===== config.mk =====
export PLATFORM = sky130hd
export DESIGN_NAME = crumb_sched
export DESIGN_NICKNAME = d
export VERILOG_FILES = /design/src/rtl/crumb_sched.sv
export SDC_FILE = /design/constraint.sdc
export NUM_CORES = 1
export LEC_CHECK = 0
export CAP_MARGIN = 20
export CORE_UTILIZATION = 58
export DETAILED_ROUTE_END_ITERATION = 6
export PLACE_DENSITY = 0.94
export SLEW_MARGIN = 20
export SYNTH_ARGS = -nofsm -noshare
export SYNTH_HDL_FRONTEND = slang
export SYNTH_SLANG_ARGS = --single-unit

===== constraint.sdc =====
create_clock -name clk -period 6.8 [get_ports clk]
set_input_delay 1.36 -clock clk [delete_from_list [all_inputs] [get_ports clk]]
set_output_delay 1.36 -clock clk [all_outputs]
set_load 0.005 [all_outputs]

===== src/rtl/crumb_sched.sv =====
// -----------------------------------------------------------------------------
// crumb_sched
//
// This block sequences a chain of N crumb stages. A run has up to three parts:
//   - CLR:  the active-low clear is held low for CLR_CYCLES cycles.
//   - RUN:  a one-hot enable steps round-robin over the stages for the
//           captured number of full rounds.
//   - DONE: a single-cycle completion pulse.
// A 16-bit Fibonacci LFSR (x^16+x^14+x^13+x^11+1) supplies two random bits
// that every stage shares. The LFSR advances only in cycles where an enable
// is active.
//
// Optional build macro: CRUMB_SCHED_RESEED_EN. It adds the reseed/seed_in
// ports, which reload the LFSR while the block is idle.
//
// Ports:
//   clk, rst       clock, synchronous active-high reset
//   start          begin a run (sampled in IDLE only)
//   stop           abort the run (sampled in CLR and RUN)
//   rounds         number of full passes, captured when start is accepted
//   crumb_rst_n    active-low clear to the stages (registered)
//   crumb_en       one-hot stage enable (registered)
//   rbit, rbit2    random bits, lfsr[0] and lfsr[8]
//   busy, done     high in CLR/RUN; one-cycle completion pulse
//   stage_idx      index of the stage enabled this cycle
//   round_cnt      completed rounds
//   reseed/seed_in (optional) load a new LFSR value while idle
// -----------------------------------------------------------------------------
module crumb_sched #(
    parameter int          N          = 4,
    parameter int          RW         = 8,
    parameter int          CLR_CYCLES = 2,
    parameter logic [15:0] SEED       = 16'hACE1
) (
    input  logic                 clk,
    input  logic                 rst,
    input  logic                 start,
    input  logic                 stop,
    input  logic [RW-1:0]        rounds,
    output logic                 crumb_rst_n,
    output logic [N-1:0]         crumb_en,
    output logic                 rbit,
    output logic                 rbit2,
    output logic                 busy,
    output logic                 done,
    output logic [$clog2(N)-1:0] stage_idx,
    output logic [RW-1:0]        round_cnt
`ifdef CRUMB_SCHED_RESEED_EN
    ,
    input  logic                 reseed,
    input  logic [15:0]          seed_in
`endif
);

    localparam int              SW         = $clog2(N);
    localparam int              CW         = (CLR_CYCLES > 1) ? $clog2(CLR_CYCLES) : 1;
    localparam logic [CW-1:0]   CLR_LAST   = CW'(CLR_CYCLES - 1);
    localparam logic [SW-1:0]   STAGE_LAST = SW'(N - 1);
    // An all-zero LFSR would lock up, so a zero seed falls back to ACE1.
    localparam logic [15:0]     SEED_EFF   = (SEED == 16'h0000) ? 16'hACE1 : SEED;

    typedef enum logic [1:0] {S_IDLE, S_CLR, S_RUN, S_DONE} state_t;

    state_t          state_q, state_d;
    logic [CW-1:0]   clr_cnt_q, clr_cnt_d;
    logic [RW-1:0]   rounds_q, rounds_d;
    logic [SW-1:0]   stage_idx_q, stage_idx_d;
    logic [RW-1:0]   round_cnt_q, round_cnt_d;
    logic            crumb_rst_n_q, crumb_rst_n_d;
    logic [N-1:0]    crumb_en_q, crumb_en_d;
    logic            busy_q, busy_d;
    logic            done_q, done_d;
    logic [15:0]     lfsr_q, lfsr_d;
    logic [N-1:0]    en_dec;

    // One-hot decode of the stage index that will be current next cycle.
    for (genvar gi = 0; gi < N; gi++) begin : g_en_dec
        assign en_dec[gi] = (stage_idx_d == SW'(gi));
    end

    // Next-state logic. The registered outputs are derived from the state
    // being entered, so they line up with that state in the following cycle.
    always_comb begin
        state_d       = state_q;
        clr_cnt_d     = clr_cnt_q;
        rounds_d      = rounds_q;
        stage_idx_d   = stage_idx_q;
        round_cnt_d   = round_cnt_q;
        crumb_rst_n_d = 1'b1;
        busy_d        = 1'b0;
        done_d        = 1'b0;
        crumb_en_d    = '0;

        case (state_q)
            S_IDLE: begin
                if (start) begin
                    rounds_d    = rounds;
                    stage_idx_d = '0;
                    round_cnt_d = '0;
                    clr_cnt_d   = '0;
                    state_d     = (rounds != '0) ? S_CLR : S_DONE;
                end
            end
            S_CLR: begin
                if (stop) begin
                    state_d = S_DONE;
                end else if (clr_cnt_q == CLR_LAST) begin
                    state_d = S_RUN;
                end else begin
                    clr_cnt_d = clr_cnt_q + CW'(1);
                end
            end
            S_RUN: begin
                if (stage_idx_q == STAGE_LAST) begin
                    // The final wrap completes the run even if stop arrives
                    // in the same cycle, so round_cnt always reaches rounds.
                    if (round_cnt_q + RW'(1) == rounds_q) begin
                        stage_idx_d = '0;
                        round_cnt_d = round_cnt_q + RW'(1);
                        state_d     = S_DONE;
                    end else if (stop) begin
                        state_d = S_DONE;
                    end else begin
                        stage_idx_d = '0;
                        round_cnt_d = round_cnt_q + RW'(1);
                    end
                end else if (stop) begin
                    state_d = S_DONE;
                end else begin
                    stage_idx_d = stage_idx_q + SW'(1);
                end
            end
            S_DONE: begin
                state_d = S_IDLE;
            end
            default: begin
                state_d = S_IDLE;
            end
        endcase

        case (state_d)
            S_CLR: begin
                crumb_rst_n_d = 1'b0;
                busy_d        = 1'b1;
            end
            S_RUN: begin
                busy_d     = 1'b1;
                crumb_en_d = en_dec;
            end
            S_DONE: begin
                done_d = 1'b1;
            end
            default: begin
            end
        endcase
    end

    // The LFSR steps once for every enabled stage cycle.
    always_comb begin
        lfsr_d = lfsr_q;
        if (crumb_en_q != '0) begin
            lfsr_d = {lfsr_q[0] ^ lfsr_q[2] ^ lfsr_q[3] ^ lfsr_q[5], lfsr_q[15:1]};
        end
`ifdef CRUMB_SCHED_RESEED_EN
        if (state_q == S_IDLE && reseed) begin
            lfsr_d = (seed_in == 16'h0000) ? 16'hACE1 : seed_in;
        end
`endif
    end

    always_ff @(posedge clk) begin
        if (rst) begin
            state_q       <= S_IDLE;
            clr_cnt_q     <= '0;
            rounds_q      <= '0;
            stage_idx_q   <= '0;
            round_cnt_q   <= '0;
            crumb_rst_n_q <= 1'b1;
            crumb_en_q    <= '0;
            busy_q        <= 1'b0;
            done_q        <= 1'b0;
            lfsr_q        <= SEED_EFF;
        end else begin
            state_q       <= state_d;
            clr_cnt_q     <= clr_cnt_d;
            rounds_q      <= rounds_d;
            stage_idx_q   <= stage_idx_d;
            round_cnt_q   <= round_cnt_d;
            crumb_rst_n_q <= crumb_rst_n_d;
            crumb_en_q    <= crumb_en_d;
            busy_q        <= busy_d;
            done_q        <= done_d;
            lfsr_q        <= lfsr_d;
        end
    end

    assign crumb_rst_n = crumb_rst_n_q;
    assign crumb_en    = crumb_en_q;
    assign busy        = busy_q;
    assign done        = done_q;
    assign stage_idx   = stage_idx_q;
    assign round_cnt   = round_cnt_q;
    assign rbit        = lfsr_q[0];
    assign rbit2       = lfsr_q[8];

endmodule


-- After elaboration in Yosys (flattened, before gate mapping)
Index checks and enable logic that the tools add are counted.
- bits in registers: 44
- bits of input ports: 12
- output and inout port bits: 19
- logic and storage cells: 69
- add/sub/neg operators: 3
- equality and inequality tests: 15
- multiplexer cells: 26
- bitwise operators: 4
- reduce and logical (&&, ||, !) cells: 11
- operators with widths (operator ; number):
    8-bit 2-to-1 mux ; 4
    2-bit 2-to-1 mux ; 12
    8-bit one-hot mux with 2 select lines ; 1
    2-bit == test, second input constant ; 7
    8-bit by 1-bit adder with 8-bit output, second input constant ; 1
    8-bit == test ; 1
    2-bit one-hot mux with 4 select lines ; 1
    8-bit nonzero test ; 1
    2-bit by 1-bit == test with 1-bit output, second input constant ; 3
    1-bit 2-to-1 mux ; 6
    2-bit inequality test, second input constant ; 3
    2-bit zero test ; 2
    2-bit one-hot mux with 2 select lines ; 1
    4-bit AND reduction ; 1
    2-bit nonzero test ; 2
    4-bit nonzero test ; 1
    2-bit OR reduction ; 2
    3-bit inequality test, second input constant ; 1
    3-bit AND reduction ; 1
    1-bit XOR ; 3
    2-bit by 1-bit adder with 2-bit output, second input constant ; 1
    1-bit one-hot mux with 2 select lines ; 1
    2-bit AND reduction ; 1
    1-bit adder, second input constant ; 1
    1-bit inverter ; 1

-- Depth between registers and ports, before layout
Gate-level depths: netlist (run 1).
- word-level depth: 8
- mapped depth: 10
- depth with buffers taken out: 10

-- Worst setup path after synthesis (run 1)
OpenSTA, ideal clock, no wires.
- path kind: input port to flip-flop
- start: input start
- end: register crumb_en_q[2] (netlist: crumb_en[2])
- setup time: 0.114 ns
- arrival time: 2.523 ns
- required time: 6.686 ns
- slack: 4.162 ns
- cell stages on the path: 7
- path buffers: 0
- cell sequence: nand2b_1 -> nor2_1 -> a31oi_1 -> inv_1 -> ha_1 -> nand2b_1 -> a2111oi_0
- cells in the longest elaborated chain, start to end: 5
- elaborated cells between the ends (all ways): 8
- those cells by class: eq/ne (2); mux (4); bitwise (1); reduce/logical (1)
- RTL lines (what ; line ; RTL):
    start, declared ; 37 ; input logic start,
    2-bit 2-to-1 mux ; 96 ; if (start) begin
    2-bit one-hot mux with 4 select lines ; 94 ; case (state_q)
    via state_d[1] ; 64 ; state_t state_q, state_d;
    2-bit == test ; 141 ; case (state_d)
    1-bit inverter (no line) ; -- ;
    2-bit OR reduction (no line) ; -- ;
    end signal, assigned ; 190 ; crumb_en_q <= crumb_en_d;
    end, declared ; 70 ; logic [N-1:0] crumb_en_q, crumb_en_d;
The timed path passes the listed nets, and every way through them passes these cells.
A chain may end at the register's enable or synchronous reset.

-- Final worst setup path (run 1)
Same ends and word-level chain as after synthesis.

==> flow_metrics.tcl, run 1 <==
set metrics [dict create \
    grt_pass1_vias 1781 \
    worst_pin_slew_ns 0.495 \
    ys_seq_area_share_pct 40.9 \
    initial_core_util_pct 62.6 \
    drtIter0Drc 134 \
    clock_latency_ns 0.30 \
    die_w_microns 63.0 \
    drv_cap 0 \
    gp_congestion 0.818 \
    die_area_sq_mm 0.00396 \
    fmax_mhz 321 \
    regToRegSetupSlack_ns 3.99 \
    status "complete, no violations" \
    portBuffers 30 \
    grtUsageTotal_pct 24.4 \
    setup_tns_ns 0 \
    hold_path_class "flip-flop to flip-flop" \
    ys_async_sr_fraction_pct 0 \
    p_leak_nw 0.940 \
    power_density_mw_per_mm2 202 \
    fin_crit_ns 3.11 \
    grt_max_degree 42 \
    hold-worst-slack_ns 0.458 \
    relSlewSlack_pct 66.9 \
    hpwl_microns 2970 \
    fin_nets 305 \
    grt_pass1_wl_microns 7670 \
    skew_ns 0.00517 \
    path_class "input port to flip-flop" \
    drv_slew 0 \
    htree_levels 2 \
    numCtsBuffers 5 \
    postCtsResizedCells 0 \
    synth.ff_latch_count 44 \
    vias_per_cell 5.77 \
    cts_setup_buffers 0 \
    path_max_fanout 9 \
    start_kind "input port" \
    antenna_found_initial 0 \
    cts_tree "done" \
    core-area_sq_mm 0.00344 \
    synth_edf_count 0 \
    synthTopCellsByCount "nand2_1 (53), dfxtp_1 (44), a21oi_1 (23)" \
    pin_count 31 \
    cts-root-buf "clkbuf_8" \
    yosys.area.top_type "dfxtp_1" \
    syn2layout_area_growth_pct 17.8 \
    drive_gt1_share_pct 5.57 \
    post_drt_wl_per_cell_microns 13.3 \
    setup_violations 0 \
    diodes 0 \
    first_pass_iters 5 \
    worstPathArrival_ns 3.29 \
    vdd_drop_max_uv 146 \
    synth.top_cell.area_share_pct 40.9 \
    row_count 21 \
    die_h_microns 63.0 \
    cts_buffer_depth 2 \
    synth_cell_types 46 \
    period_share_pct 45.8 \
    rsz0062_at_grt "false" \
    synth.area.top_cells "dfxtp_1 (41%), nand2_1 (9.2%), a21oi_1 (5.3%)" \
    cts.sinks 44 \
    syn_area_sq_mm 0.00215 \
    synth_fp_nets 282 \
    overflow 0 \
    totalWireLength_microns 4430 \
    netlist_instances 264 \
    worst_setup_path_end_kind "flip-flop" \
    synth_most_common_cell "nand2_1" \
    finalHoldViolCount 0 \
    vias 1923 \
    required_ns 6.98 \
    cts_hold_buf 0 \
    final_antenna_net_count 0 \
    ys.flop_type "dfxtp_1" \
    drc_errors 0 \
    clk_pin_slew_ns 0.08 \
    ys_warn_count 0 \
    avgSynthCellArea_sq_um 8.16 \
]
==> cells by family (layout without fill, tap and decap cells) <==
kind of cell / after synthesis / count (layout) / share of synthesized area, %
AO/OA/AOI/OAI: 52 / 52 / 15.6
XOR/XNOR: 12 / 12 / 4.88
flip-flops: 44 / 44 / 40.9
adder cells (fa/ha/maj): 6 / 6 / 3.48
buffers and inverters: 21 / 44 / 4.47
multiplexers: 2 / 2 / 0.929
AND/OR/NAND/NOR: 127 / 127 / 29.8
==> critical path, stage by stage <==
cell and delay, ns:
clkdlybuf4s50_1 0.49, nand2b_1 0.09, nor2_1 0.38, a31oi_1 0.22, inv_1 0.13, ha_1 0.15, nand2b_1 0.10, a2111oi_0 0.36
==> layout make-up <==
| cell class | instances | area, sq um |
|---|---|---|
| multi-input combinational | 199 | 1180 |
| clock buffer | 5 | 68.8 |
| clock inverter | 2 | 12.5 |
| fill | 246 | 905 |
| tap | 46 | 57.6 |
| sequential | 44 | 881 |
| inverter | 5 | 18.8 |
| timing repair buffer | 32 | 315 |
==> state kept, by name, indices dropped and copies added, names as in the netlist <==
register / flops
busy: 1
rounds_q: 8
round_cnt: 8
crumb_en: 4
lfsr_q: 16
state_q: 2
done: 1
clr_cnt_q: 1
stage_idx: 2
crumb_rst_n: 1
==> placed cells by master, fill, tap and decap left out, types with 3 or more instances in the layout <==
cell type / netlist / layout
clkbuf_8: 0 / 5
nand3_1: 15 / 15
nor4_1: 5 / 4
xnor2_1: 8 / 8
clkdlybuf4s50_1: 0 / 30
o21ai_0: 3 / 3
nand2b_1: 7 / 7
and2_1: 3 / 3
a31oi_1: 8 / 8
nor2b_1: 3 / 3
ha_1: 6 / 6
nor2_1: 15 / 15
xor2_1: 4 / 4
inv_1: 5 / 5
a21oi_1: 23 / 23
nor3_1: 3 / 3
nand2_1: 53 / 53
nand3b_1: 12 / 12
dfxtp_1: 44 / 44
==> per-stage QoR <==
step           worst slack, ns  util (%)  cell area [sq um]  cells  power, W
2_1_floorplan             4.16         -               2150    264  0.000335
3_3_place_gp              3.55      71.4               2460    326  0.000359
3_5_place_dp              3.39      71.4               2460    326  0.000362
4_1_cts                   3.68      73.7               2540    333  0.000516
5_1_grt                   3.46      73.7               2540    333  0.000536
6_report                  3.69      73.7               2540    333  0.000514
==> path summary, 6_finish.rpt <==
kind | start | cells after the start | to
max | start | 8 | crumb_en[2]
min | lfsr_q[4] | 2 | lfsr_q[4]
max reg2reg | round_cnt[0] | 8 | round_cnt[7]
min reg2reg | lfsr_q[4] | 2 | lfsr_q[4]
==> per-layer routing <==
layer  vias to the layer above  wire (microns)  GRT usage, %
met1                       883            1850          28.1
met3                         9             248          6.20
met2                        63            2230          42.7
met5                         -               0             0
li1                        968               -             -
met4                         0              98          9.30
==> where the power goes <==
part           internal, W  switching [W]
sequential        0.000272      0.0000111
clock            0.0000695      0.0000870
combinational    0.0000353      0.0000391
total             0.000377       0.000137
Power figures use the tool's default switching activity.
==> run 2, diff against run 1 <==
--- a/config.mk
+++ b/config.mk
@@ -6,9 +6,9 @@
 export NUM_CORES = 1
 export LEC_CHECK = 0
 export CAP_MARGIN = 20
-export CORE_UTILIZATION = 58
+export CORE_UTILIZATION = 54
 export DETAILED_ROUTE_END_ITERATION = 6
-export PLACE_DENSITY = 0.94
+export PLACE_DENSITY = 0.89
 export SLEW_MARGIN = 20
 export SYNTH_ARGS = -nofsm -noshare
 export SYNTH_HDL_FRONTEND = slang
==> constraint.sdc (replaced) <==
create_clock -name clk -period 3.2 [get_ports clk]
set_input_delay 0.64 -clock clk [delete_from_list [all_inputs] [get_ports clk]]
set_output_delay 0.64 -clock clk [all_outputs]
set_load 0.005 [all_outputs]
==> flow_metrics.tcl, run 2 (synthesis results as in run 1) <==
set metrics [dict create \
    portBuffers 30 \
    wl_met1_microns 1890 \
    cts_tree "done" \
    final_cell_mix "nand2_1 (53), dfxtp_1 (44), clkdlybuf4s50_1 (30)" \
    status "complete, no violations" \
    largest_register "lfsr_q" \
    hpwl_microns 3020 \
    htree_levels 2 \
    dpl.cell_count 329 \
    core-area_sq_mm 0.00374 \
    relSlewSlack_pct 69.6 \
    postCtsResizedCells 0 \
    grt_pass1_wl_microns 7180 \
    rsz0062_at_grt "false" \
    die_h_microns 65.2 \
    min_path_cells 2 \
    p_leak_nw 0.945 \
    worstSetupEndpoint "round_cnt[7]" \
    final_antenna_net_count 0 \
    die_area_sq_mm 0.00425 \
    wl_met2_microns 2120 \
    required_ns 3.43 \
    post_drt_wl_per_cell_microns 12.8 \
    die_w_microns 65.2 \
    grtUsageTotal_pct 21.9 \
    dr.max_layer_used "met4" \
    start_kind "flip-flop" \
    drc_errors 0 \
    path_max_fanout 11 \
    crit_family "simple AND/OR/NAND/NOR gates" \
    rr_worst_depth 8 \
    diodes 0 \
    vdd_drop_max_uv 242 \
    drive_gt1_share_pct 5.90 \
    overflow 0 \
    cts-root-buf "clkbuf_8" \
    drv_cap 0 \
    path_depth 8 \
    worst-path-buf-inv 0 \
    met3_wirelength_microns 223 \
    finalHoldViolCount 0 \
    cts_setup_buffers 0 \
    crit_chain "ha_1, nand3_1, nor2_1, xnor2_1, o41ai_1, nand2_1, or4_1, a31oi_1" \
    skew_ns 0.00422 \
    totalWireLength_microns 4290 \
    vias_per_cell 5.65 \
    largest_register_ffs 16 \
    clock_latency_ns 0.30 \
    hold_path_class "flip-flop to flip-flop" \
    setup_violations 0 \
    pin_count 31 \
    cts_hold_buf 0 \
    cts_buffer_depth 2 \
    regToRegSetupSlack_ns 0.52 \
    worstPathArrival_ns 2.91 \
    numCtsBuffers 5 \
    initial_core_util_pct 57.6 \
    first_pass_iters 4 \
    grt_max_degree 42 \
    syn2layout_area_growth_pct 18.2 \
    crit_start "round_cnt[0]" \
    worst_pin_slew_ns 0.455 \
    final_cell_count_no_fill 336 \
    gp_congestion 0.879 \
    clk_pin_slew_ns 0.08 \
    rr_endpoint "round_cnt[7]" \
    drv_slew 0 \
    setup_tns_ns 0 \
    power_density_mw_per_mm2 427 \
    reg2reg_from "round_cnt[0]" \
    row_count 22 \
    fin_crit_ns 2.68 \
    worst_setup_path_end_kind "flip-flop" \
    path_class "flip-flop to flip-flop" \
    vias 1900 \
    fmax_mhz 373 \
    fin_nets 306 \
    drtIter0Drc 99 \
    grt_pass1_vias 1657 \
    cpPeakStageDelay_ns 0.46 \
    crit_slowest_cell "dfxtp_1" \
    antenna_found_initial 0 \
    final_common_cell "nand2_1" \
    period_share_pct 83.9 \
    cts.sinks 44 \
]
[run 2: final cells by class]
cell class	instances	area, sq um
inverter	5	18.8
sequential	44	881
fill	311	1200
clock buffer	5	68.8
timing repair buffer	33	323
clock inverter	2	12.5
multi-input combinational	199	1180
tap	48	60.1
[run 2: worst reg2reg max path, stage by stage, from the launching register on]
cell and delay (ns):
dfxtp_1 0.46, ha_1 0.33, nand3_1 0.16, nor2_1 0.22, xnor2_1 0.12, o41ai_1 0.40
nand2_1 0.30, or4_1 0.46, a31oi_1 0.16
[run 2: how the worst min path moves through the flow]
| stage | slack [ns] | endpoint | startpoint |
|---|---|---|---|
| 6_report | 0.46 | lfsr_q[14] | lfsr_q[14] |
| 5_1_grt | 0.47 | lfsr_q[14] | lfsr_q[14] |
| 4_1_cts | 0.46 | lfsr_q[14] | lfsr_q[14] |
| 3_5_place_dp | 0.45 | lfsr_q[14] | lfsr_q[14] |
| 3_3_place_gp | 0.44 | lfsr_q[12] | lfsr_q[12] |
| 2_1_floorplan | 0.43 | lfsr_q[12] | lfsr_q[12] |
[run 2: routing by layer]
layer	global-route usage, %	up-vias
li1	-	966
met1	25.6	878
met2	38.0	51
met3	4.69	5
met4	9.78	0
met5	0	-
[run 2: power breakdown]
group          switching, W  total (W)  internal [W]
Combinational     0.0000826   0.000159     0.0000768
Sequential        0.0000229   0.000600      0.000577
Clock              0.000181   0.000328      0.000148
[run 2: metrics by stage]
stage / cell area [sq um] / worst slack [ns] / total power, W / utilization, % / hold slack [ns]
after floorplan: 2150 / 0.862 / 0.000712 / - / 0.432
after global placement: 2470 / 0.650 / 0.000765 / 65.9 / 0.439
after detailed placement: 2470 / 0.552 / 0.000771 / 65.9 / 0.448
after CTS: 2550 / 0.532 / 0.00109 / 68.0 / 0.460
after global routing: 2550 / 0.255 / 0.00114 / 68.0 / 0.470
final: 2550 / 0.517 / 0.00109 / 68.0 / 0.457
